### src/rtl/mips_pkg.sv
// Shared encodings for the multicycle MIPS control unit: opcodes, FSM states
// and datapath select values.
package mips_pkg;

  localparam logic [5:0] OP_RTYPE = 6'b000000;
  localparam logic [5:0] OP_LW    = 6'b100011;
  localparam logic [5:0] OP_SW    = 6'b101011;
  localparam logic [5:0] OP_BEQ   = 6'b000100;
  localparam logic [5:0] OP_BNE   = 6'b000101;
  localparam logic [5:0] OP_ADDI  = 6'b001000;
  localparam logic [5:0] OP_J     = 6'b000010;

  typedef enum logic [3:0] {
    S_FETCH  = 4'd0,
    S_DECODE = 4'd1,
    S_MEMADR = 4'd2,
    S_MEMRD  = 4'd3,
    S_MEMWB  = 4'd4,
    S_MEMWR  = 4'd5,
    S_EXEC   = 4'd6,
    S_ALUWB  = 4'd7,
    S_BRANCH = 4'd8,
    S_ADDIEX = 4'd9,
    S_ADDIWB = 4'd10,
    S_JUMP   = 4'd11,
    S_HALT   = 4'd12
  } state_e;

  localparam logic [1:0] ALUOP_ADD    = 2'b00;
  localparam logic [1:0] ALUOP_SUB    = 2'b01;
  localparam logic [1:0] ALUOP_FUNCT  = 2'b10;

  localparam logic [1:0] PCSRC_ALU    = 2'b00;
  localparam logic [1:0] PCSRC_ALUOUT = 2'b01;
  localparam logic [1:0] PCSRC_JUMP   = 2'b10;

  localparam logic [1:0] SRCB_REG     = 2'b00;
  localparam logic [1:0] SRCB_FOUR    = 2'b01;
  localparam logic [1:0] SRCB_IMM     = 2'b10;
  localparam logic [1:0] SRCB_IMMSH   = 2'b11;

  function automatic logic is_legal(input logic [5:0] op);
    case (op)
      OP_RTYPE, OP_LW, OP_SW, OP_BEQ, OP_BNE, OP_ADDI, OP_J: is_legal = 1'b1;
      default:                                              is_legal = 1'b0;
    endcase
  endfunction

endpackage

### src/rtl/mc_control_if.sv
// Control-unit <-> datapath bundle; master is the controller, slave the datapath.
interface mc_control_if #(parameter int CNT_W = 32);

  logic [5:0]       opcode;
  logic             zero;
  logic             mem_ready;
  logic             iord;
  logic             memwrite;
  logic             irwrite;
  logic             regdst;
  logic             memtoreg;
  logic             regwrite;
  logic             alusrca;
  logic [1:0]       alusrcb;
  logic [1:0]       aluop;
  logic [1:0]       pcsrc;
  logic             pcen;
  logic             illegal;
  logic             halted;
  logic [CNT_W-1:0] instret;

  modport master (
    input  opcode, zero, mem_ready,
    output iord, memwrite, irwrite, regdst, memtoreg, regwrite, alusrca,
           alusrcb, aluop, pcsrc, pcen, illegal, halted, instret
  );

  modport slave (
    output opcode, zero, mem_ready,
    input  iord, memwrite, irwrite, regdst, memtoreg, regwrite, alusrca,
           alusrcb, aluop, pcsrc, pcen, illegal, halted, instret
  );

endinterface

### src/rtl/mc_control.sv
// Multicycle MIPS control FSM with memory handshake, bne, illegal-opcode trap
// and retired-instruction counter.
module mc_control
  import mips_pkg::*;
#(
  parameter bit MEM_HANDSHAKE = 1'b1,
  parameter bit TRAP_ILLEGAL  = 1'b0,
  parameter int CNT_W         = 32
) (
  input  logic          clk,
  input  logic          reset,
  mc_control_if.master  bus
);

  state_e           state_q, state_d;
  logic [CNT_W-1:0] instret_q, instret_d;
  logic             retire;
  logic             mr_eff;

  assign mr_eff = MEM_HANDSHAKE ? bus.mem_ready : 1'b1;

  always_ff @(posedge clk or posedge reset) begin
    if (reset) begin
      state_q   <= S_FETCH;
      instret_q <= '0;
    end else begin
      state_q   <= state_d;
      instret_q <= instret_d;
    end
  end

  assign instret_d   = retire ? instret_q + 1'b1 : instret_q;
  assign bus.instret = instret_q;

  always_comb begin
    state_d      = state_q;
    retire       = 1'b0;
    bus.iord     = 1'b0;
    bus.memwrite = 1'b0;
    bus.irwrite  = 1'b0;
    bus.regdst   = 1'b0;
    bus.memtoreg = 1'b0;
    bus.regwrite = 1'b0;
    bus.alusrca  = 1'b0;
    bus.alusrcb  = SRCB_REG;
    bus.aluop    = ALUOP_ADD;
    bus.pcsrc    = PCSRC_ALU;
    bus.pcen     = 1'b0;
    bus.illegal  = 1'b0;
    bus.halted   = 1'b0;

    case (state_q)
      S_FETCH: begin
        bus.alusrcb = SRCB_FOUR;
        bus.irwrite = mr_eff;
        bus.pcen    = mr_eff;
        if (mr_eff) state_d = S_DECODE;
      end
      S_DECODE: begin
        bus.alusrcb = SRCB_IMMSH;
        bus.illegal = !is_legal(bus.opcode);
        case (bus.opcode)
          OP_LW, OP_SW:   state_d = S_MEMADR;
          OP_RTYPE:       state_d = S_EXEC;
          OP_BEQ, OP_BNE: state_d = S_BRANCH;
          OP_ADDI:        state_d = S_ADDIEX;
          OP_J:           state_d = S_JUMP;
          default:        state_d = TRAP_ILLEGAL ? S_HALT : S_FETCH;
        endcase
      end
      S_MEMADR: begin
        bus.alusrca = 1'b1;
        bus.alusrcb = SRCB_IMM;
        state_d     = (bus.opcode == OP_SW) ? S_MEMWR : S_MEMRD;
      end
      S_MEMRD: begin
        bus.iord = 1'b1;
        if (mr_eff) state_d = S_MEMWB;
      end
      S_MEMWB: begin
        bus.memtoreg = 1'b1;
        bus.regwrite = 1'b1;
        retire       = 1'b1;
        state_d      = S_FETCH;
      end
      S_MEMWR: begin
        bus.iord     = 1'b1;
        bus.memwrite = mr_eff;
        if (mr_eff) begin
          retire  = 1'b1;
          state_d = S_FETCH;
        end
      end
      S_EXEC: begin
        bus.alusrca = 1'b1;
        bus.aluop   = ALUOP_FUNCT;
        state_d     = S_ALUWB;
      end
      S_ALUWB: begin
        bus.regdst   = 1'b1;
        bus.regwrite = 1'b1;
        retire       = 1'b1;
        state_d      = S_FETCH;
      end
      S_BRANCH: begin
        bus.alusrca = 1'b1;
        bus.aluop   = ALUOP_SUB;
        bus.pcsrc   = PCSRC_ALUOUT;
        bus.pcen    = (bus.opcode == OP_BNE) ? !bus.zero : bus.zero;
        retire      = 1'b1;
        state_d     = S_FETCH;
      end
      S_ADDIEX: begin
        bus.alusrca = 1'b1;
        bus.alusrcb = SRCB_IMM;
        state_d     = S_ADDIWB;
      end
      S_ADDIWB: begin
        bus.regwrite = 1'b1;
        retire       = 1'b1;
        state_d      = S_FETCH;
      end
      S_JUMP: begin
        bus.pcsrc = PCSRC_JUMP;
        bus.pcen  = 1'b1;
        retire    = 1'b1;
        state_d   = S_FETCH;
      end
      S_HALT: begin
        bus.halted = 1'b1;
      end
      default: state_d = S_FETCH;
    endcase

    // Outputs are forced quiet while reset is held, even though state is FETCH.
    if (reset) begin
      bus.iord     = 1'b0;
      bus.memwrite = 1'b0;
      bus.irwrite  = 1'b0;
      bus.regdst   = 1'b0;
      bus.memtoreg = 1'b0;
      bus.regwrite = 1'b0;
      bus.alusrca  = 1'b0;
      bus.alusrcb  = SRCB_REG;
      bus.aluop    = ALUOP_ADD;
      bus.pcsrc    = PCSRC_ALU;
      bus.pcen     = 1'b0;
      bus.illegal  = 1'b0;
      bus.halted   = 1'b0;
    end
  end

endmodule

### src/flat_wrapper.sv
// flat-port wrapper written by rule: the top's interface ports become plain ports
module mc_control_flat import mips_pkg::*;
#(
  parameter bit MEM_HANDSHAKE = 1'b1,
  parameter bit TRAP_ILLEGAL  = 1'b0,
  parameter int CNT_W         = 32
)
  (clk, reset, bus_opcode, bus_zero, bus_mem_ready, bus_iord, bus_memwrite, bus_irwrite, bus_regdst, bus_memtoreg, bus_regwrite, bus_alusrca, bus_alusrcb, bus_aluop, bus_pcsrc, bus_pcen, bus_illegal, bus_halted, bus_instret);
  mc_control_if #(.CNT_W(CNT_W)) bus_i ();
  input  logic clk;
  input  logic reset;
  input wire logic [$bits(bus_i.opcode)-1:0] bus_opcode;
  input wire logic [$bits(bus_i.zero)-1:0] bus_zero;
  input wire logic [$bits(bus_i.mem_ready)-1:0] bus_mem_ready;
  output wire logic [$bits(bus_i.iord)-1:0] bus_iord;
  output wire logic [$bits(bus_i.memwrite)-1:0] bus_memwrite;
  output wire logic [$bits(bus_i.irwrite)-1:0] bus_irwrite;
  output wire logic [$bits(bus_i.regdst)-1:0] bus_regdst;
  output wire logic [$bits(bus_i.memtoreg)-1:0] bus_memtoreg;
  output wire logic [$bits(bus_i.regwrite)-1:0] bus_regwrite;
  output wire logic [$bits(bus_i.alusrca)-1:0] bus_alusrca;
  output wire logic [$bits(bus_i.alusrcb)-1:0] bus_alusrcb;
  output wire logic [$bits(bus_i.aluop)-1:0] bus_aluop;
  output wire logic [$bits(bus_i.pcsrc)-1:0] bus_pcsrc;
  output wire logic [$bits(bus_i.pcen)-1:0] bus_pcen;
  output wire logic [$bits(bus_i.illegal)-1:0] bus_illegal;
  output wire logic [$bits(bus_i.halted)-1:0] bus_halted;
  output wire logic [$bits(bus_i.instret)-1:0] bus_instret;
  assign bus_i.opcode = bus_opcode;
  assign bus_i.zero = bus_zero;
  assign bus_i.mem_ready = bus_mem_ready;
  assign bus_iord = bus_i.iord;
  assign bus_memwrite = bus_i.memwrite;
  assign bus_irwrite = bus_i.irwrite;
  assign bus_regdst = bus_i.regdst;
  assign bus_memtoreg = bus_i.memtoreg;
  assign bus_regwrite = bus_i.regwrite;
  assign bus_alusrca = bus_i.alusrca;
  assign bus_alusrcb = bus_i.alusrcb;
  assign bus_aluop = bus_i.aluop;
  assign bus_pcsrc = bus_i.pcsrc;
  assign bus_pcen = bus_i.pcen;
  assign bus_illegal = bus_i.illegal;
  assign bus_halted = bus_i.halted;
  assign bus_instret = bus_i.instret;
  mc_control #(.MEM_HANDSHAKE(MEM_HANDSHAKE), .TRAP_ILLEGAL(TRAP_ILLEGAL), .CNT_W(CNT_W)) u_core (.clk(clk), .reset(reset), .bus(bus_i));
endmodule
### config.mk
export PLATFORM = sky130hd
export DESIGN_NAME = mc_control_flat
export DESIGN_NICKNAME = d
export VERILOG_FILES = /design/src/rtl/mips_pkg.sv /design/src/rtl/mc_control_if.sv /design/src/rtl/mc_control.sv /design/src/flat_wrapper.sv
export SDC_FILE = /design/constraint.sdc
export NUM_CORES = 1
export LEC_CHECK = 0
export ABC_AREA = 1
export BUFFER_PORTS_ARGS = -buffer_cell sky130_fd_sc_hd__clkbuf_2
export CORE_MARGIN = 3
export CORE_UTILIZATION = 35
export DETAILED_ROUTE_END_ITERATION = 7
export PLACE_DENSITY_LB_ADDON = 0.15
export SLEW_MARGIN = 0
export SYNTH_ARGS = -nofsm -noshare
export SYNTH_HDL_FRONTEND = slang
export SYNTH_SLANG_ARGS = --single-unit
### constraint.sdc
create_clock -name clk -period 1.9 [get_ports clk]
set_clock_uncertainty 0.05 [all_clocks]
set_input_delay 0.095 -clock clk [delete_from_list [all_inputs] [get_ports clk]]
set_output_delay 0.095 -clock clk [all_outputs]
set_load 0.05 [all_outputs]
# Yosys cells after proc, flatten, opt, wreduce, memory -nomap -nowiden
# Cells that the tools add are included.
[word_totals] rom_bits=0 latchBits=0 word_cells=75 in_bits=10 regBits=36 memories=0 ram_bits=0 output_inout_bits=48
[op_classes] n_addsub=1 bitwise=1 n_reduce_logical=13 muxes=37 n_shift=0 n_mul=0 order_cmp=0 div_mod_pow=0 n_eq_ne=21
[op_table] operator="32-bit by 1-bit adder with 32-bit output (second input constant)" count=1
[op_table] operator="4-bit case mux with 8 select lines" count=1
[op_table] operator="1-bit 2-to-1 mux" count=23
[op_table] operator="4-bit == test (second input constant)" count=5
[op_table] operator="4-bit case mux with 5 select lines" count=1
[op_table] operator="4-bit by 3-bit == test with 1-bit output (second input constant)" count=4
[op_table] operator="6-bit by 3-bit == test with 1-bit output (second input constant)" count=2
[op_table] operator="6-bit == test (second input constant)" count=2
[op_table] operator="4-bit 2-to-1 mux" count=3
[op_table] operator="4-bit by 2-bit == test with 1-bit output (second input constant)" count=2
[op_table] operator="2-bit case mux with 2 select lines" count=2
[op_table] operator="2-bit OR reduction" count=4
[op_table] operator="7-bit OR reduction" count=1
[op_table] operator="6-bit by 2-bit == test with 1-bit output (second input constant)" count=1
[op_table] operator="6-bit by 4-bit == test with 1-bit output (second input constant)" count=1
[op_table] operator="6-bit zero test" count=1
[op_table] operator="2-bit 2-to-1 mux" count=3
[op_table] operator="2-bit inequality test (second input constant)" count=3
[op_table] operator="2-bit case mux with 3 select lines" count=1
[op_table] operator="5-bit OR reduction" count=1
[op_table] operator="4-bit by 1-bit == test with 1-bit output (second input constant)" count=1
[op_table] operator="4-bit zero test" count=1
[op_table] operator="4-bit AND reduction" count=1
[op_table] operator="4-bit OR reduction" count=1
[op_table] operator="other kinds (6)" count=7

# Logic depth before layout (Yosys ltp)
[logic_depth] word_depth=7 mapped_depth=11

# Worst setup path after synthesis
# No wires, ideal clock.
[synth_path] kind="input-to-output" startpoint="input reset" endpoint="output bus_illegal" required_time_ns=1.755 path_slack_ns=-0.392 arrival_ns=2.147 n_path_buf=0 path_stages=3 cell_sequence="inv_1 -> nand3_1 -> nor3_1"
[synth_via] elab_chain_cells=1
[synth_lines] item="start: declaration" line="flat_wrapper.sv:11" source="input logic reset;"
[synth_lines] item="1-bit 2-to-1 mux" line="mc_control.sv:136" source="if (reset) begin"
[synth_lines] item="end: declaration" line="flat_wrapper.sv:26" source="output wire logic [$bits(bus_i.illegal)-1:0] bus_illegal;"
# Every way passes these cells.

# Final worst setup path
[layout_path] startpoint="register u_core.state_q[0]" endpoint="register u_core.instret_q[17], in the netlist u_core.bus.instret[17]"
[layout_via] elab_chain_cells=3 elab_cells_between_ends=8
[layout_lines] item="start: declaration" line="mc_control.sv:15" source="state_e state_q, state_d;"
[layout_lines] item="start signal: assignment" line="mc_control.sv:27" source="state_q <= state_d;"
[layout_lines] item="4-bit by 3-bit == test with 1-bit output / 4-bit == test (equally long branches)" line="mc_control.sv:52" source="case (state_q)"
[layout_lines] item="5-bit OR reduction (no source line)"
[layout_lines] item="1-bit case mux with 2 select lines *" line="mc_control.sv:52"
[layout_lines] item="end signal: assignment" line="mc_control.sv:28" source="instret_q <= instret_d;"
[layout_lines] item="end: declaration" line="mc_control.sv:16" source="logic [CNT_W-1:0] instret_q, instret_d;"
# Every way passes the cells marked *; elsewhere a longest branch is shown, timed or not.
# A chain may end at the register's enable or synchronous reset.

==> results.json <==
{
  "status": "finished, final reports clean",
  "endpoint_kind": "register",
  "fp-row-count": 31,
  "power_leakage_nw": 1.62,
  "clk_latency_ns": 0.29,
  "antenna_found_initial": 0,
  "cp-start-kind": "register",
  "dpl_cell_area_mm2": 0.00309,
  "ys_warn_count": 0,
  "cts_max_level": 2,
  "track_usage_pct": 17.1,
  "core_area_mm2": 0.00737,
  "synth-compound-area-share_pct": 3.98,
  "drt_iter0_drc": 126,
  "required_ns": 2.03,
  "via_count": 2842,
  "synth-seq-cells": 36,
  "dp_hpwl_um": 5730,
  "synth_simple_gate_area_share_pct": 49.8,
  "p_per_area_mw_per_mm2": 878,
  "min_period_over_period_pct": 92.0,
  "grt_overflow": 0,
  "drc_errors": 0,
  "ant_nets": 0,
  "grt_max_degree": 37,
  "timing.final.ws_setup_ns": 0.153,
  "grt_pass1_wl_um": 12100,
  "yosysSeqAreaShare_pct": 33.3,
  "hold_slack_ns": 0.124,
  "power.total_mw": 2.81,
  "synth_top_family_by_area": "simple AND/OR/NAND/NOR gates",
  "critical_path.max_fanout": 17,
  "routabilityCongestion": 0.917,
  "cp.arrival_ns": 1.88,
  "max_slew_margin_pct": 68.5,
  "cts_root_buf": "clkbuf_8",
  "stdcell_area_mm2": 0.00320,
  "avgViaCountPerCell": 4.67,
  "clkSlewWorstSetupHoldPaths_ns": 0.07,
  "tightestPinTransition_ns": 0.473,
  "syn_area_per_cell_um2": 6.03,
  "grt_pass1_vias": 2581,
  "synth.top_cell.area_share_pct": 33.3,
  "drt_pass1_iterations": 4,
  "drv_cap": 0,
  "cts_tree": "yes",
  "dieArea_mm2": 0.00882,
  "drv_slew": 0,
  "synthAdderAreaFrac_pct": 0.462,
  "post_cts_buffers": 0,
  "finalSetupTns_ns": 0,
  "clk_path_buf_depth": 2,
  "syn2layout_area_growth_pct": 18.4,
  "postSynthCellCount": 449,
  "async_flop_share_pct": 100,
  "io_buffers": 57,
  "rsz0062_at_grt": "no",
  "routed_wl_um": 7340,
  "synth-xor-area-share_pct": 3.19,
  "synth_edf_count": 0,
  "syn_area_mm2": 0.00271,
  "min_period_ns": 1.75,
  "synth_cell_types": 27,
  "synth_top_area_cell": "dfrtp_1",
  "diodes": 0,
  "setup_viol": 0,
  "vdd_ir_drop_max_mv": 0.407,
  "wl_per_cell_um": 12.1,
  "path_class": "register to register",
  "start_util_pct": 36.7,
  "cts_made_buffers": 5,
  "synthMuxAreaShare_pct": 0,
  "die_h_um": 93.9,
  "fmax_mhz": 572,
  "hp-class": "primary input to asynchronous set/reset pin",
  "synth_nets": 460,
  "die_w_um": 93.9,
  "layout-drive-gt1-share_pct": 18.7,
  "pin_count": 58,
  "cts_sinks": 36,
  "synthTopCellsByArea": "dfrtp_1, nand2_1, nor2_1",
  "nNetsFinal": 519,
  "dp_slack_ns": 0.103,
  "finalHoldViolCount": 0,
  "synth_ff_type": "dfrtp_1"
}
state kept, by name (all words and copies together) (netlist names):
name and flops:
u_core.bus.instret 32, u_core.state_q 4
final timing paths:
check / start / end / slack [ns] / cells after the start
setup / recovery: u_core.state_q[0]$_DFFE_PP0P_ / u_core.bus.instret[17]$_DFFE_PP0P_ / 0.15 / 11
hold / removal: reset / u_core.state_q[3]$_DFFE_PP0P_ / 0.12 / 3
setup reg to reg: u_core.state_q[0]$_DFFE_PP0P_ / u_core.bus.instret[17]$_DFFE_PP0P_ / 0.15 / 11
hold reg to reg: u_core.bus.instret[31]$_DFFE_PP0P_ / u_core.bus.instret[31]$_DFFE_PP0P_ / 0.49 / 2
max in group asynchronous: reset / u_core.bus.instret[0]$_DFFE_PP0P_ / 1.33 / 3
min in group clk: bus_mem_ready / u_core.state_q[2]$_DFFE_PP0P_ / 0.14 / 4
critical path: stages, from the launching register on:
cell,delay (ns)
dfrtp_1,0.42
inv_1,0.15
nand2_1,0.09
inv_1,0.12
nand2_1,0.07
nand2_1,0.09
nor2_2,0.05
nand2_4,0.16
buf_4,0.25
nand2_1,0.07
nand2_1,0.05
nand2_1,0.05
kinds of logic after synthesis:
| family | count (synthesis) |
|---|---|
| xor+xnor | 9 |
| simple gates | 327 |
| fa+ha+maj | 1 |
| compound gates | 20 |
| flops | 36 |
| buf+inv | 56 |
final cells by class:
| class | count | area [um^2] |
|---|---|---|
| Inverter | 48 | 183 |
| Timing Repair Buffer | 60 | 334 |
| Clock inverter | 1 | 5.00 |
| Tap cell | 99 | 124 |
| Fill cell | 836 | 4170 |
| Clock buffer | 7 | 76.3 |
| Sequential cell | 36 | 903 |
| Multi-Input combinational cell | 357 | 1580 |
power breakdown:
| group | total (mW) | switching (mW) | internal, mW |
|---|---|---|---|
| clock | 0.542 | 0.284 | 0.258 |
| sequential | 0.978 | 0.127 | 0.851 |
| combinational | 1.29 | 0.956 | 0.338 |
repair_timing:
item / 4_1_cts / 5_1_grt
gates cloned: 0 / 0
endpoints found under the hold margin: 0 / 0
gates resized for setup: 3 / 14
setup endpoints to repair: 2 / 10
pin swaps: 0 / 1
hold buffers: 0 / 0
synthesized netlist by cell type, types with 2 or more instances:
cell and count:
nand2_1 200, nor2_1 74, inv_1 45, dfrtp_1 36, nand3_1 28, o21ai_0 8, nor2_2 7, xor2_1 7
nand3b_1 6, a21oi_1 5, buf_6 4, nor3_1 4, o21ai_1 4, buf_4 3, inv_2 3, nor2_4 3
nand2_2 2
cell usage in the layout, fill, tap and decap left out, types with 2 or more instances in the layout:
master    netlist  layout
a21oi_1         5       5
buf_4           3       3
clkbuf_1        1       2
clkbuf_2        0      53
clkbuf_8        0       6
dfrtp_1        36      34
dfrtp_2         0       2
inv_1          45      42
inv_2           3       5
nand2_1       200     199
nand2_2         2       3
nand3_1        28      28
nand3b_1        6       6
nor2_1         74      71
nor2_2          7       8
nor2_4          3       5
nor3_1          4       3
o21ai_0         8       8
o21ai_1         4       4
xor2_1          7       7
per-layer routing:
layer	part of all wire, %	routed length [um]	vias up	GRT usage, %
met2	45	3330	66	28.1
met3	4.4	324	6	3.37
li1	-	-	1487	-
met5	0	0	-	0
met4	0.89	65	0	3.25
met1	49	3620	1283	23.4
stage by stage:
step           util [%]  std cells
5_1_grt            43.5        608
2_1_floorplan         -        449
4_1_cts            43.1        608
3_3_place_gp       41.9        600
3_5_place_dp       41.9        600
6_report           43.5        608
(Power assumes the default switching activity.)
